## src/rtl/l1d_mshr_req_sched_pkg.sv

```systemverilog
// Shared L1D MSHR request payload types, scheduler id width and stall-counter helper.
package l1d_package;

  localparam int unsigned L1D_MSHR_ENTRY_NUM   = 8;
  localparam int unsigned L1D_MSHR_ID_WIDTH    = $clog2(L1D_MSHR_ENTRY_NUM);
  localparam int unsigned L1D_MSHR_STALL_CNT_W = 16;

  typedef struct packed {
    logic [31:0] addr;
    logic [1:0]  way;
    logic        dirty;
  } pack_l1d_mshr_evict_req_pld;

  typedef struct packed {
    logic [31:0] addr;
    logic [2:0]  opcode;
  } pack_l1d_mshr_downstream_req_pld;

  typedef struct packed {
    logic [7:0] set_idx;
    logic [1:0] way;
    logic       wr;
  } pack_l1d_mshr_rw_req_pld;

  // Saturating stall counter step; clear has priority over increment.
  function automatic logic [L1D_MSHR_STALL_CNT_W-1:0] stall_cnt_next(
    input logic [L1D_MSHR_STALL_CNT_W-1:0] cnt,
    input logic                            clr,
    input logic                            stall
  );
    if (clr) return '0;
    if (stall && (cnt != '1)) return cnt + L1D_MSHR_STALL_CNT_W'(1);
    return cnt;
  endfunction

endpackage

```

## src/rtl/l1d_rr_arb_stage.sv

```systemverilog
// Round-robin arbiter over ENTRY_NUM requesters feeding a one-deep registered
// output stage that carries the winning payload and its source id.
module l1d_rr_arb_stage
  import l1d_package::*;
#(
  parameter int unsigned ENTRY_NUM = L1D_MSHR_ENTRY_NUM,
  parameter int unsigned ID_W      = $clog2(ENTRY_NUM),
  parameter type         PLD_T     = logic
) (
  input  logic                 clk,
  input  logic                 rst_n,
  input  logic [ENTRY_NUM-1:0] req_vld,
  output logic [ENTRY_NUM-1:0] req_rdy,
  input  PLD_T                 req_pld [ENTRY_NUM],
  output logic                 out_vld,
  input  logic                 out_rdy,
  output PLD_T                 out_pld,
  output logic [ID_W-1:0]      out_id
);

  logic            full_q;
  logic [ID_W-1:0] ptr_q;
  logic [ID_W-1:0] win_c;
  logic            any_c;
  logic            acc_c;
  logic            hs_c;

  // First requester at or after ptr_q, wrapping past the last entry.
  always_comb begin
    int unsigned idx;
    win_c = '0;
    any_c = 1'b0;
    idx   = 0;
    for (int unsigned i = 0; i < ENTRY_NUM; i++) begin
      idx = 32'(ptr_q) + i;
      if (idx >= ENTRY_NUM) idx = idx - ENTRY_NUM;
      if (!any_c && req_vld[ID_W'(idx)]) begin
        any_c = 1'b1;
        win_c = ID_W'(idx);
      end
    end
  end

  // Stage can take a new entry when empty or draining this cycle.
  assign acc_c   = !full_q || out_rdy;
  assign hs_c    = acc_c && any_c;
  assign out_vld = full_q;

  always_comb begin
    req_rdy = '0;
    if (hs_c) req_rdy[win_c] = 1'b1;
  end

  always_ff @(posedge clk or negedge rst_n) begin
    if (!rst_n) begin
      full_q <= 1'b0;
      ptr_q  <= '0;
    end else begin
      if (hs_c) begin
        full_q <= 1'b1;
        ptr_q  <= (win_c == ID_W'(ENTRY_NUM - 1)) ? '0 : win_c + ID_W'(1);
      end else if (out_rdy) begin
        full_q <= 1'b0;
      end
    end
  end

  // Payload/id are qualified by full_q, so they carry no reset.
  always_ff @(posedge clk) begin
    if (hs_c) begin
      out_pld <= req_pld[win_c];
      out_id  <= win_c;
    end
  end

endmodule

```

## src/rtl/l1d_mshr_req_sched.sv

```systemverilog
// Schedules per-entry MSHR evict / downstream / rw requests onto three shared channels.
// Optional stall counters are enabled by defining L1D_MSHR_SCHED_PERF_EN.
module l1d_mshr_req_sched
  import l1d_package::*;
#(
  parameter int unsigned ENTRY_NUM = L1D_MSHR_ENTRY_NUM,
  parameter int unsigned ID_W      = $clog2(ENTRY_NUM)
) (
  input  logic                            clk,
  input  logic                            rst_n,
  input  logic [ENTRY_NUM-1:0]            v_evict_req_vld,
  output logic [ENTRY_NUM-1:0]            v_evict_req_rdy,
  input  pack_l1d_mshr_evict_req_pld      v_evict_req_pld [ENTRY_NUM],
  input  logic [ENTRY_NUM-1:0]            v_ds_req_vld,
  output logic [ENTRY_NUM-1:0]            v_ds_req_rdy,
  input  pack_l1d_mshr_downstream_req_pld v_ds_req_pld [ENTRY_NUM],
  input  logic [ENTRY_NUM-1:0]            v_rw_req_vld,
  output logic [ENTRY_NUM-1:0]            v_rw_req_rdy,
  input  pack_l1d_mshr_rw_req_pld         v_rw_req_pld [ENTRY_NUM],
`ifdef L1D_MSHR_SCHED_PERF_EN
  input  logic                            perf_clr,
  output logic [L1D_MSHR_STALL_CNT_W-1:0] evict_stall_cnt,
  output logic [L1D_MSHR_STALL_CNT_W-1:0] ds_stall_cnt,
  output logic [L1D_MSHR_STALL_CNT_W-1:0] rw_stall_cnt,
`endif
  output logic                            evict_vld,
  input  logic                            evict_rdy,
  output pack_l1d_mshr_evict_req_pld      evict_pld,
  output logic [ID_W-1:0]                 evict_id,
  output logic                            ds_vld,
  input  logic                            ds_rdy,
  output pack_l1d_mshr_downstream_req_pld ds_pld,
  output logic [ID_W-1:0]                 ds_id,
  output logic                            rw_vld,
  input  logic                            rw_rdy,
  output pack_l1d_mshr_rw_req_pld         rw_pld,
  output logic [ID_W-1:0]                 rw_id
);

  l1d_rr_arb_stage #(
    .ENTRY_NUM (ENTRY_NUM),
    .ID_W      (ID_W),
    .PLD_T     (pack_l1d_mshr_evict_req_pld)
  ) u_evict_arb (
    .clk     (clk),
    .rst_n   (rst_n),
    .req_vld (v_evict_req_vld),
    .req_rdy (v_evict_req_rdy),
    .req_pld (v_evict_req_pld),
    .out_vld (evict_vld),
    .out_rdy (evict_rdy),
    .out_pld (evict_pld),
    .out_id  (evict_id)
  );

  l1d_rr_arb_stage #(
    .ENTRY_NUM (ENTRY_NUM),
    .ID_W      (ID_W),
    .PLD_T     (pack_l1d_mshr_downstream_req_pld)
  ) u_ds_arb (
    .clk     (clk),
    .rst_n   (rst_n),
    .req_vld (v_ds_req_vld),
    .req_rdy (v_ds_req_rdy),
    .req_pld (v_ds_req_pld),
    .out_vld (ds_vld),
    .out_rdy (ds_rdy),
    .out_pld (ds_pld),
    .out_id  (ds_id)
  );

  l1d_rr_arb_stage #(
    .ENTRY_NUM (ENTRY_NUM),
    .ID_W      (ID_W),
    .PLD_T     (pack_l1d_mshr_rw_req_pld)
  ) u_rw_arb (
    .clk     (clk),
    .rst_n   (rst_n),
    .req_vld (v_rw_req_vld),
    .req_rdy (v_rw_req_rdy),
    .req_pld (v_rw_req_pld),
    .out_vld (rw_vld),
    .out_rdy (rw_rdy),
    .out_pld (rw_pld),
    .out_id  (rw_id)
  );

`ifdef L1D_MSHR_SCHED_PERF_EN
  // Cycles each channel spent holding a request the consumer did not take.
  always_ff @(posedge clk or negedge rst_n) begin
    if (!rst_n) begin
      evict_stall_cnt <= '0;
      ds_stall_cnt    <= '0;
      rw_stall_cnt    <= '0;
    end else begin
      evict_stall_cnt <= stall_cnt_next(evict_stall_cnt, perf_clr, evict_vld && !evict_rdy);
      ds_stall_cnt    <= stall_cnt_next(ds_stall_cnt, perf_clr, ds_vld && !ds_rdy);
      rw_stall_cnt    <= stall_cnt_next(rw_stall_cnt, perf_clr, rw_vld && !rw_rdy);
    end
  end
`endif

endmodule

```

## config.mk

```make
export PLATFORM = sky130hd
export DESIGN_NAME = l1d_mshr_req_sched
export DESIGN_NICKNAME = d
export VERILOG_FILES = /design/src/rtl/l1d_mshr_req_sched_pkg.sv /design/src/rtl/l1d_rr_arb_stage.sv /design/src/rtl/l1d_mshr_req_sched.sv
export SDC_FILE = /design/constraint.sdc
export NUM_CORES = 1
export LEC_CHECK = 0
export ABC_AREA = 1
export CORE_AREA = 5 5 305 307
export DETAILED_ROUTE_END_ITERATION = 10
export DIE_AREA = 0 0 310 312
export HOLD_SLACK_MARGIN = 0.12
export PLACE_DENSITY = 0.48
export SLEW_MARGIN = 20
export SYNTH_ARGS = -nofsm -noshare
export SYNTH_HDL_FRONTEND = slang
export SYNTH_HIERARCHICAL = 1
export SYNTH_SLANG_ARGS = --single-unit
```

## constraint.sdc

```tcl
create_clock -name clk -period 9 [get_ports clk]
set_clock_uncertainty 0.05 [all_clocks]
set_input_delay 1.8 -clock clk [delete_from_list [all_inputs] [get_ports clk]]
set_output_delay 1.8 -clock clk [all_outputs]
set_load 0.01 [all_outputs]
```

* Yosys cells after proc, flatten, opt, wreduce, memory -nomap -nowiden
Index checks and enable logic that the tools add are counted.
Storage, ports and cells: memories kept 0, output and inout port bits 117, register bits after elaboration 102, bits in read-only memories 0, RAM bits 0, input port bits 677, logic and storage cells 332, latch bits 0
Cells by class: shift operators 0, add/subtract/negate cells 48, reduce and logical (&&, ||, !) cells 57, div/mod/pow operators 0, mux-type cells 147, multiply operators 0, bitwise logic cells 3, equality and inequality tests 3, $lt $le $gt $ge 57
Operators with widths (count):
- $bmux 35 s3 | 2
- $mux 3 | 51
- $mux 35 | 4
- $lt 3x4->1 const B | 27
- $ge 4x4->1 const B | 24
- $bmux 1 s3 | 24
- $sub 3x1->3 const B | 24
- $mux 1 | 57
- $add 3x3->4 const B | 12
- $bmux 11 s3 | 1
- $logic_and 1x1->1 | 27
- $add 3x2->4 const B | 6
- $logic_not 1->1 | 24
- $mux 8 | 3
- $mux 11 | 2
- $add 3x1->4 const B | 3
- $ge 3x4->1 const B | 3
- $not 3->4 | 3
- $add 3x1->3 const B | 3
- $demux 1 s3 | 3
- $eq 3x3->1 const B | 3
- $ge 3x1->1 const B | 3
- $reduce_bool 2->1 | 3
- $logic_or 1x1->1 | 3

* Logic depth before layout (Yosys ltp)
Gate-level depths: netlist of run 1.
depth after elaboration 31, mapped depth 25, gate-level depth less buffers 20

* Hierarchy
Netlist of run 1, hierarchy kept.
By module, submodules not included:
- l1d_rr_arb_stage (u_ds_arb) | cells each 1018, instances 1, area each 5512.8 um^2, seq. area each 1241.2 um^2
- l1d_rr_arb_stage (u_evict_arb) | cells each 1016, instances 1, area each 5457.7 um^2, seq. area each 1241.2 um^2
- l1d_rr_arb_stage (u_rw_arb) | cells each 435, instances 1, area each 2497.4 um^2, seq. area each 520.5 um^2

* Least setup slack after synthesis of run 1
Ideal clock, no wire load.
kind input port to output port, start input v_evict_req_vld[7], end output v_evict_req_rdy[1], data required time 7150 ps, buffers on the path 0, data arrival time 3844 ps, path slack 3306 ps, stages on the path 12, cells stage by stage nand2_1 > nand3_1 > nand3_1 > nand2_2 > nor2_4 > nand4_2 > nor2_4 > nand3b_1 > nand2_1 > inv_1 > nand2_1 > nor2_1
Between the ends: elaborated cells on any way between the ends 53, those cells by class order compare: 2; mux: 35; reduce/logical: 16
RTL lines:
- start, declared | line l1d_mshr_req_sched.sv:11 | input logic [ENTRY_NUM-1:0] v_evict_req_vld,
- $bmux 1 s3 | line l1d_rr_arb_stage.sv:37 | if (!any_c && req_vld[ID_W'(idx)]) begin
- $mux 1 (not written as such) | line l1d_rr_arb_stage.sv:37
- $mux 1 | line l1d_rr_arb_stage.sv:37
- $logic_not 1->1 | line l1d_rr_arb_stage.sv:37
- $logic_and 1x1->1 | line l1d_rr_arb_stage.sv:37
- $mux 1 | line l1d_rr_arb_stage.sv:37
- $logic_not 1->1 | line l1d_rr_arb_stage.sv:37
- $logic_and 1x1->1 | line l1d_rr_arb_stage.sv:37
- [11 not listed]
- $logic_and 1x1->1 | line l1d_rr_arb_stage.sv:37
- $mux 1 | line l1d_rr_arb_stage.sv:37
- $logic_not 1->1 | line l1d_rr_arb_stage.sv:37
- $logic_and 1x1->1 | line l1d_rr_arb_stage.sv:37
- $mux 1 (*) | line l1d_rr_arb_stage.sv:37
- $logic_and 1x1->1 (*) | line l1d_rr_arb_stage.sv:46 | assign hs_c = acc_c && any_c;
- named net u_evict_arb.hs_c | line l1d_rr_arb_stage.sv:26 | logic hs_c;
- $mux 8 (*) | line l1d_rr_arb_stage.sv:51 | if (hs_c) req_rdy[win_c] = 1'b1;
- end, declared | line l1d_mshr_req_sched.sv:12 | output logic [ENTRY_NUM-1:0] v_evict_req_rdy,
The timed path passes the listed nets; every way through them passes the cells marked *. The select of a mux whose other input is x is not followed.

* Worst setup path after layout of run 1
start input v_evict_req_vld[4], end output v_evict_req_rdy[7]
Between the ends: cells in the longest elaborated chain, start to end 29, elaborated cells on any way between the ends 53, those cells by class order compare: 2; mux: 35; reduce/logical: 16
RTL lines (line):
- $bmux 1 s3 | l1d_rr_arb_stage.sv:37
- $mux 1 (not written as such) | l1d_rr_arb_stage.sv:37
- $mux 1 | l1d_rr_arb_stage.sv:37
- $logic_not 1->1 | l1d_rr_arb_stage.sv:37
- $logic_and 1x1->1 | l1d_rr_arb_stage.sv:37
- $mux 1 | l1d_rr_arb_stage.sv:37
- $logic_not 1->1 | l1d_rr_arb_stage.sv:37
- $logic_and 1x1->1 | l1d_rr_arb_stage.sv:37
- [13 not listed]
- $logic_not 1->1 | l1d_rr_arb_stage.sv:37
- $logic_and 1x1->1 | l1d_rr_arb_stage.sv:37
- $mux 3 | l1d_rr_arb_stage.sv:37
- $lt 3x4->1 (not written as such) / $ge 3x1->1 (equally long branches) | l1d_rr_arb_stage.sv:51
- $logic_and 1x1->1 (not written as such) | l1d_rr_arb_stage.sv:51
- $mux 1 (not written as such) | l1d_rr_arb_stage.sv:51
- $demux 1 s3
- $mux 8 (*) | l1d_rr_arb_stage.sv:51
Every way passes the cells marked *; elsewhere a longest branch is shown, timed or not. The select of a mux whose other input is x is not followed.

==> impl_metrics.yaml, run 1 <==
floorplan:
  die-area_mm2: 0.09672
  ios: 794
  die_w_um: 310
  coreArea_mm2: 0.08974
  die_h_um: 312
  initial_utilization: 0.1501
  row_count: 110
grt:
  overflow: 0
  grt_pass1_vias: 17550
  grt_antenna_before_repair: 43
  grt_max_degree: 86
  grt.total_usage: 0.1635
  grt_pass1_wl_um: 117800
run:
  cap_viol_max_count: 0
sta:
  setup_tns_ns: 0
  fmax_mhz: 142.4
  fin_crit_sh: 0.7800
  fin_hold_ws_ns: 0.4654
  hold_viol_final: 0
  fin_crit_ns: 7.020
  finalMaxSlewViolations: 0
  tightest_slew_ns: 0.9693
  maxSlewHeadroom: 0.3523
  setup_viol: 0
  rsz0062_at_grt: "false"
layout:
  finish.net_count: 3837
  drive_gt1_frac: 0.04246
  fill_cells: 10320
  layout_commonest_cell: "nand2_1"
  final_cell_mix: "1370 x nand2_1, 793 x clkdlybuf4s50_1, 411 x nand3_1"
  area_growth_pct: 67.41
  fin_cells: 4358
  fin_util: 0.2513
min_path:
  hp-start: "u_evict_arb/out_vld$_DFFE_PN0P_"
  hold_class: "reg -> reg"
  whs_path_depth: 2
  hold-path-endpoint: "u_evict_arb/out_vld$_DFFE_PN0P_"
clock_tree:
  cts_hold_buf: 0
  cts_max_level: 3
  cts-buffers-inserted: 9
  ctsResizeCount: 0
  path_clk_slew_ns: 0.09
  cts_tree: "done"
  cts_root_buf: "clkbuf_16"
  cts_setup_buffers: 0
  clock_latency_ns: 0.39
  cts_num_sinks: 102
  cts_buffer_depth: 2
routing:
  firstDrtPassIters: 6
  wl_um: 84040
  ant_nets: 0
  wl_per_cell_um: 19.28
  drcViolationCount: 0
  drt_first_iter_violations: 1067
  vias: 17850
  vias_per_cell: 4.096
setup_path:
  worst-setup-path-type: "in -> out"
  critPathMaxFanout: 70
  rrSetupSlack_ns: 3.56
  worst_setup_path_start_kind: "primary input"
  r2r_cells: 21
  rr_startpoint: "u_ds_arb/ptr_q[0]$_DFFE_PN0P_"
  endpoint_kind: "primary output"
  required_ns: 7.15
  rr_endpoint: "u_ds_arb/out_pld[23]$_DFFE_PP_"
  crit_arrival_ns: 5.17
placement:
  place_congestion: 0.8748
  placedCellCount: 4316
  port_buffers: 793
  dp_hpwl_um: 67630
yosys:
  yosysTopAreaCellShare: 0.3818
  synth_area_mm2: 0.01347
  ys_ff_latch: 102
  mappedNetlistNets: 3155
  synth_cell_types: 46
  ys_top_cells_by_area: "nand2_1 38%, edfxtp_1 20%, nand3_1 15%, inv_1 5.9%, buf_2 2.9%"
  yosysSeqAreaShare: 0.2230
  avgSynthCellArea_um2: 5.455
  synthCells: 2469
  yosysWarnings: 6
  yosys.area.top_type: "nand2_1"
outcome:
  status: "finished, final reports clean"
-- how the worst max path moves through the flow --
stage	from	end	cells past startpoint
2_1_floorplan	v_evict_req_vld[7]	v_evict_req_rdy[1]	12
3_3_place_gp	v_evict_req_vld[4]	v_evict_req_rdy[5]	15
3_5_place_dp	v_evict_req_vld[4]	v_evict_req_rdy[3]	15
4_1_cts	v_evict_req_vld[4]	v_evict_req_rdy[3]	15
5_1_grt	v_evict_req_vld[2]	v_evict_req_rdy[1]	15
6_report	v_evict_req_vld[4]	v_evict_req_rdy[7]	15
-- state kept, by name, indices dropped and copies added, names as in the netlist --
signal,count
u_evict_arb/out_pld,35
u_ds_arb/ptr_q,3
u_evict_arb/out_id,3
u_rw_arb/out_id,3
u_ds_arb/out_vld,1
u_evict_arb/ptr_q,3
u_rw_arb/ptr_q,3
u_rw_arb/out_pld,11
u_ds_arb/out_id,3
u_ds_arb/out_pld,35
u_evict_arb/out_vld,1
u_rw_arb/out_vld,1
-- logic make-up after synthesis --
family,after synthesis,synth area share
buf+inv,378,0.1308
xor+xnor,9,0.008083
simple gates,1937,0.6135
compound gates,34,0.01626
fa+ha+maj,9,0.008361
flops,102,0.2230
-- Yosys cell counts (all sizes together) --
master / n
a21oi: 4
a31oi: 4
o21bai: 3
inv: 232
nand3: 428
clkbuf: 16
nor2: 90
nand3b: 2
and2: 1
nor3: 2
o22ai: 3
xnor2: 4
ha: 9
xor2: 5
a21boi: 3
nand2: 1395
edfxtp: 90
o21ai: 17
buf: 126
nand4: 19
dfrtp: 12
clkinv: 4
-- metal layers --
layer  share of wire  vias up  GRT usage
met4           0.038       10    0.06494
met1            0.40     7981     0.1904
met2            0.48      697     0.2792
met3           0.089      102    0.05140
met5         0.00081        -          0
li1                -     9062          -
-- metrics by stage --
step / cell area [um2] / setup slack (ns)
after CTS: 22480 / 1.930
final: 22550 / 1.980
after floorplan: 13470 / 3.306
after global placement: 22180 / 1.944
after global routing: 22530 / 1.692
after detailed placement: 22180 / 1.942
-- critical path, stage by stage --
cell and delay [ns]:
clkdlybuf4s50_1 0.44, nand2_1 0.10, nand3_1 0.11, nand2_1 0.13, nor2_1 0.06, a31oi_1 0.30, inv_2 0.08, nor2_4 0.17
nand3_4 0.13, nand2_2 0.13, nand2_8 0.28, nand2_8 0.48, nand2_1 0.20, nor2_1 0.15, clkdlybuf4s50_1 0.55
-- layout make-up --
class | count | area [um2] | share of cell area
Antenna cell | 26 | 65.06 | 0.002886
Tap cell | 1176 | 1471 | 0.06526
Multi-Input combinational cell | 1989 | 8728 | 0.3871
Clock inverter | 5 | 48.80 | 0.002164
Timing Repair Buffer | 813 | 8088 | 0.3587
Inverter | 236 | 889.6 | 0.03946
Sequential cell | 102 | 3003 | 0.1332
Clock buffer | 11 | 252.7 | 0.01121
Power of run 1 is not shown: default switching activity piles up to over one toggle a cycle in this logic, so the estimate is an artifact.
==> inputs of run 2 (changes only) <==
- clock period: 9 -> 7.2 ns (I/O delays scaled with it)
==> run 2 against run 1 <==
Global-route usage rose by 0.11 points. Non-clock buffer count rose by 7. Utilization barely moved. First-iteration DRC count rose by 6.9%. Wire length rose by 1.4%. Count of clock-buffer cells in the layout fell by 2. Critical endpoint unchanged.
==> impl_metrics.yaml, run 2 (synthesized netlist as in run 1, its figures left out) <==
floorplan:
  row_count: 110
  die_h_um: 312
  coreArea_mm2: 0.08974
  die_w_um: 310
  die-area_mm2: 0.09672
  initial_utilization: 0.1501
  ios: 794
layout:
  final_cell_mix: "1370 x nand2_1, 793 x clkdlybuf4s50_1, 411 x nand3_1"
  drive_gt1_frac: 0.04426
  multi_input_area_mm2: 0.008728
  fill_cells: 10280
  reg_top3: "u_ds_arb/out_pld x35, u_evict_arb/out_pld x35, u_rw_arb/out_pld x11"
  fin_cells: 4355
  layout_commonest_cell: "nand2_1"
  finish.net_count: 3844
  seq_area_mm2: 0.003003
  area_growth_pct: 67.46
sta:
  setup_tns_ns: 0
  hold_viol_final: 0
  fin_ws_ns: 0.9944
  fin_crit_sh: 0.8619
  maxSlewHeadroom: 0.3855
  fmax_mhz: 161.1
  finalMaxSlewViolations: 0
  tightest_slew_ns: 0.9217
  fin_crit_ns: 6.206
  setup_viol: 0
  rsz0062_at_grt: "false"
setup_path:
  critPathMaxFanout: 79
  path_cells: "inv_2 > ha_1 > inv_1 > nand3_1 > nand2_1 > nor2_1 > a31oi_1 > inv_2 > nor2_4 > nand3_4 > nand2_2 > nand2_8 > nand2_8 > nand2_1 > nor2_1 > clkdlybuf4s50_1"
  worst_setup_path_start_kind: "register"
  worst-setup-path-type: "reg -> out"
  path_depth: 16
  crit_arrival_ns: 4.72
  slowest_stage: "dfrtp_1"
  path_delay_family: "simple AND/OR/NAND/NOR gates"
  crit_buf_inv: 4
  r2r_cells: 21
  critPathMaxStageDelay_ns: 0.66
  endpoint_kind: "primary output"
  required_ns: 5.71
placement:
  place_congestion: 0.8995
  dp_hpwl_um: 68430
  port_buffers: 793
  dpl_worst_slack_ns: 1.150
  placedCellCount: 4323
grt:
  grt.total_usage: 0.1646
  grt_pass1_wl_um: 119000
  overflow: 0
  grt_pass1_vias: 17550
  grt_antenna_before_repair: 36
  grt_max_degree: 82
clock_tree:
  clock_latency_ns: 0.40
  cts_num_sinks: 102
  cts_hold_buf: 0
  ctsResizeCount: 0
  cts-buffers-inserted: 9
  path_clk_slew_ns: 0.10
  cts_root_buf: "clkbuf_16"
  cts_tree: "done"
  cts_buffer_depth: 2
  cts_setup_buffers: 0
  cts_max_level: 3
min_path:
  whs_path_depth: 2
  hold_class: "reg -> reg"
outcome:
  status: "finished, final reports clean"
routing:
  wl_per_cell_um: 19.57
  firstDrtPassIters: 8
  vias: 18080
  drt_first_iter_violations: 1141
  drcViolationCount: 0
  wl_um: 85220
  ant_nets: 0
  vias_per_cell: 4.151
run:
  cap_viol_max_count: 0
-- run 2: cell types whose count changed in the layout (fill, tap and decap cells not counted) --
cell,before,now
inv_6,1,4
inv_8,2,1
diode_2,26,16
clkinv_4,2,0
clkinv_2,1,2
clkbuf_8,2,0
buf_4,20,27
clkinv_1,3,4
-- run 2: layout make-up --
cell class | count | share of cell area
Sequential cell | 102 | 0.1331
Clock buffer | 9 | 0.009986
Timing Repair Buffer | 820 | 0.3609
Antenna cell | 16 | 0.001775
Inverter | 236 | 0.03945
Tap cell | 1176 | 0.06524
Clock inverter | 7 | 0.002441
Multi-Input combinational cell | 1989 | 0.3870
-- run 2: worst min-delay path: stages, from the launching register on --
cell and delay [ns]:
dfrtp_1 0.36, nand2_1 0.08, nand2_1 0.07
-- run 2: metal layers --
layer  vias up  share of wire  global-route usage
met1      8193           0.40              0.1929
met5         -        0.00094                   0
met2       729           0.49              0.2922
met4        10          0.019             0.04438
met3        82          0.090             0.04869
li1       9063              -                   -
-- run 2: path summary, 6_finish.rpt --
| path | startpoint | to | slack [ns] |
|---|---|---|---|
| worst min register to register | u_evict_arb/out_vld$_DFFE_PN0P_ | u_evict_arb/out_vld$_DFFE_PN0P_ | 0.49 |
| worst min-delay path | u_evict_arb/out_vld$_DFFE_PN0P_ | u_evict_arb/out_vld$_DFFE_PN0P_ | 0.49 |
| max in group asynchronous | rst_n | u_rw_arb/out_vld$_DFFE_PN0P_ | 5.46 |
| min in group asynchronous | rst_n | u_evict_arb/out_vld$_DFFE_PN0P_ | 1.36 |
| worst max-delay path | u_evict_arb/ptr_q[0]$_DFFE_PN0P_ | v_evict_req_rdy[7] | 0.99 |
| worst max register to register | u_evict_arb/ptr_q[0]$_DFFE_PN0P_ | u_evict_arb/out_pld[15]$_DFFE_PP_ | 1.63 |
-- run 2: through the flow --
stage	cell area, um2	hold slack, ns	util
finish	22550	0.4856	0.2513
global route	22540	0.5112	0.2512
CTS	22510	0.4796	0.2509
detailed placement	22230	0.4500	0.2478
global placement	22230	0.4433	0.2478
floorplan	13470	0.4826	-
Power of run 2 is left out for the same reason.
==> inputs of run 3 (changes only) <==
- GPL_TIMING_DRIVEN: not set -> 0
==> run 3 against run 2 <==
Cell count increased by 2.8%. Count of clock-buffer cells in the layout rose by 2. Register-to-register slack improved by 1.2 ns. Largest cell class is now buffers. Hold slack worse by 0.012 ns. Sequential share of layout area decreased by 0.40 points. Die area did not move. Sequential cell count unchanged. Utilization is 0.79 points higher. Via count is 3.7% higher. Global-route usage increased by 2.7 points. Critical path depth increased by 1. Non-clock buffer count grew 117.
==> impl_metrics.yaml, run 3 (synthesized netlist as in run 1, its figures left out) <==
setup_path:
  worst-setup-path-type: "in -> out"
  critPathMaxFanout: 10
  required_ns: 5.71
  rr_startpoint: "u_evict_arb/ptr_q[0]$_DFFE_PN0P_"
  r2r_cells: 22
  rr_endpoint: "u_evict_arb/out_pld[23]$_DFFE_PP_"
  rrSetupSlack_ns: 2.87
  cp-endpoint: "v_evict_req_rdy[1]"
  startpoint: "v_evict_req_vld[5]"
  endpoint_kind: "primary output"
  worst_setup_path_start_kind: "primary input"
  crit_arrival_ns: 4.87
sta:
  fin_crit_sh: 0.8837
  finalMaxSlewViolations: 0
  fmax_mhz: 157.2
  setup_viol: 0
  setup_tns_ns: 0
  fin_crit_ns: 6.363
  rsz0062_at_grt: "false"
  maxSlewHeadroom: 0.4628
  tightest_slew_ns: 0.8049
  hold_viol_final: 0
clock_tree:
  cts_root_buf: "clkbuf_16"
  ctsResizeCount: 0
  clock_latency_ns: 0.39
  cts_max_level: 3
  cts_tree: "done"
  cts_setup_buffers: 0
  cts_hold_buf: 0
  cts_num_sinks: 102
  cts-buffers-inserted: 9
  path_clk_slew_ns: 0.10
  cts_buffer_depth: 2
floorplan:
  coreArea_mm2: 0.08974
  die_w_um: 310
  row_count: 110
  ios: 794
  initial_utilization: 0.1501
  die_h_um: 312
  die-area_mm2: 0.09672
placement:
  place_congestion: 0.9180
  port_buffers: 793
  dp_hpwl_um: 84280
grt:
  grt_antenna_before_repair: 34
  grt_pass1_wl_um: 134000
  grt_pass1_vias: 18700
  overflow: 0
  grt_max_degree: 28
  grt.total_usage: 0.1914
routing:
  wl_per_cell_um: 21.88
  vias: 18750
  vias_per_cell: 4.188
  drcViolationCount: 0
  firstDrtPassIters: 5
  wl_met1_um: 36690
  drt_first_iter_violations: 1180
  wl_um: 97960
  wl_met3_um: 8196
  ant_nets: 0
  top_layer: "met4"
  wl_met2_um: 48710
layout:
  finish.net_count: 3961
  seq_area_mm2: 0.003003
  final_cell_mix: "1370 x nand2_1, 792 x clkdlybuf4s50_1, 411 x nand3_1"
  layout_commonest_cell: "nand2_1"
  drive_gt1_frac: 0.07317
  fill_cells: 10240
  area_growth_pct: 72.70
  multi_input_area_mm2: 0.008703
  reg_top3: "u_ds_arb/out_pld x35, u_evict_arb/out_pld x35, u_rw_arb/out_pld x11"
min_path:
  hold_class: "reg -> reg"
outcome:
  status: "finished, final reports clean"
run:
  cap_viol_max_count: 0
[run 3: changes by cell type in the layout (fill, tap and decap cells not counted), moves of 3 or more]
cell / delta
buf_6: +16
clkbuf_1: +18
diode_2: +6
inv_6: -3
buf_2: +80
[run 3: worst min path at each step]
| stage | cells after the start | end | start | slack [ns] |
|---|---|---|---|---|
| floorplan | 2 | u_ds_arb/out_vld$_DFFE_PN0P_ | u_ds_arb/out_vld$_DFFE_PN0P_ | 0.48 |
| global placement | 2 | u_evict_arb/out_vld$_DFFE_PN0P_ | u_evict_arb/out_vld$_DFFE_PN0P_ | 0.44 |
| detailed placement | 2 | u_evict_arb/out_vld$_DFFE_PN0P_ | u_evict_arb/out_vld$_DFFE_PN0P_ | 0.45 |
| CTS | 2 | u_evict_arb/out_vld$_DFFE_PN0P_ | u_evict_arb/out_vld$_DFFE_PN0P_ | 0.47 |
| global route | 2 | u_evict_arb/out_vld$_DFFE_PN0P_ | u_evict_arb/out_vld$_DFFE_PN0P_ | 0.54 |
| finish | 2 | u_evict_arb/out_vld$_DFFE_PN0P_ | u_evict_arb/out_vld$_DFFE_PN0P_ | 0.47 |
[run 3: area by class of cell]
class | instances | share of cell area
inverter | 236 | 0.03825
clock inverter | 5 | 0.002528
buffer | 142 | 0.03750
timing repair buffer | 795 | 0.3428
tap | 1176 | 0.06326
antenna | 22 | 0.002367
sequential | 102 | 0.1291
clock buffer | 11 | 0.01001
multi-input combinational | 1989 | 0.3742
[run 3: per-stage QoR]
| stage | std cells | hold WS, ns | setup WS, ns | area (um2) | util |
|---|---|---|---|---|---|
| 6_report | 4478 | 0.4733 | 0.8373 | 23260 | 0.2592 |
| 5_1_grt | 4473 | 0.5395 | 0.5820 | 23250 | 0.2590 |
| 4_1_cts | 4456 | 0.4722 | 0.8514 | 23200 | 0.2586 |
| 3_5_place_dp | 4440 | 0.4472 | 0.8631 | 22910 | 0.2553 |
| 3_3_place_gp | 4438 | 0.4450 | 0.1135 | 22880 | 0.2549 |
| 2_1_floorplan | 2469 | 0.4826 | 2.226 | 13470 | - |
[run 3: worst max-delay path: stages]
cell	delay [ns]
clkdlybuf4s50_1	0.51
nand2_1	0.08
nand3_1	0.10
nand3_1	0.14
nand2_2	0.18
inv_2	0.06
nand3_1	0.08
nor2_1	0.08
nand3_1	0.07
nand2_1	0.05
nor2_1	0.24
nand3_2	0.23
nor2_4	0.38
buf_2	0.36
inv_1	0.17
nor2_1	0.13
clkdlybuf4s50_1	0.54
[run 3: layer usage]
| metal | vias up | track usage |
|---|---|---|
| met4 | 0 | 0.08469 |
| met1 | 8489 | 0.2109 |
| met3 | 124 | 0.04923 |
| met2 | 831 | 0.3452 |
| li1 | 9310 | - |
| met5 | - | 0 |
Power of run 3 is left out for the same reason.
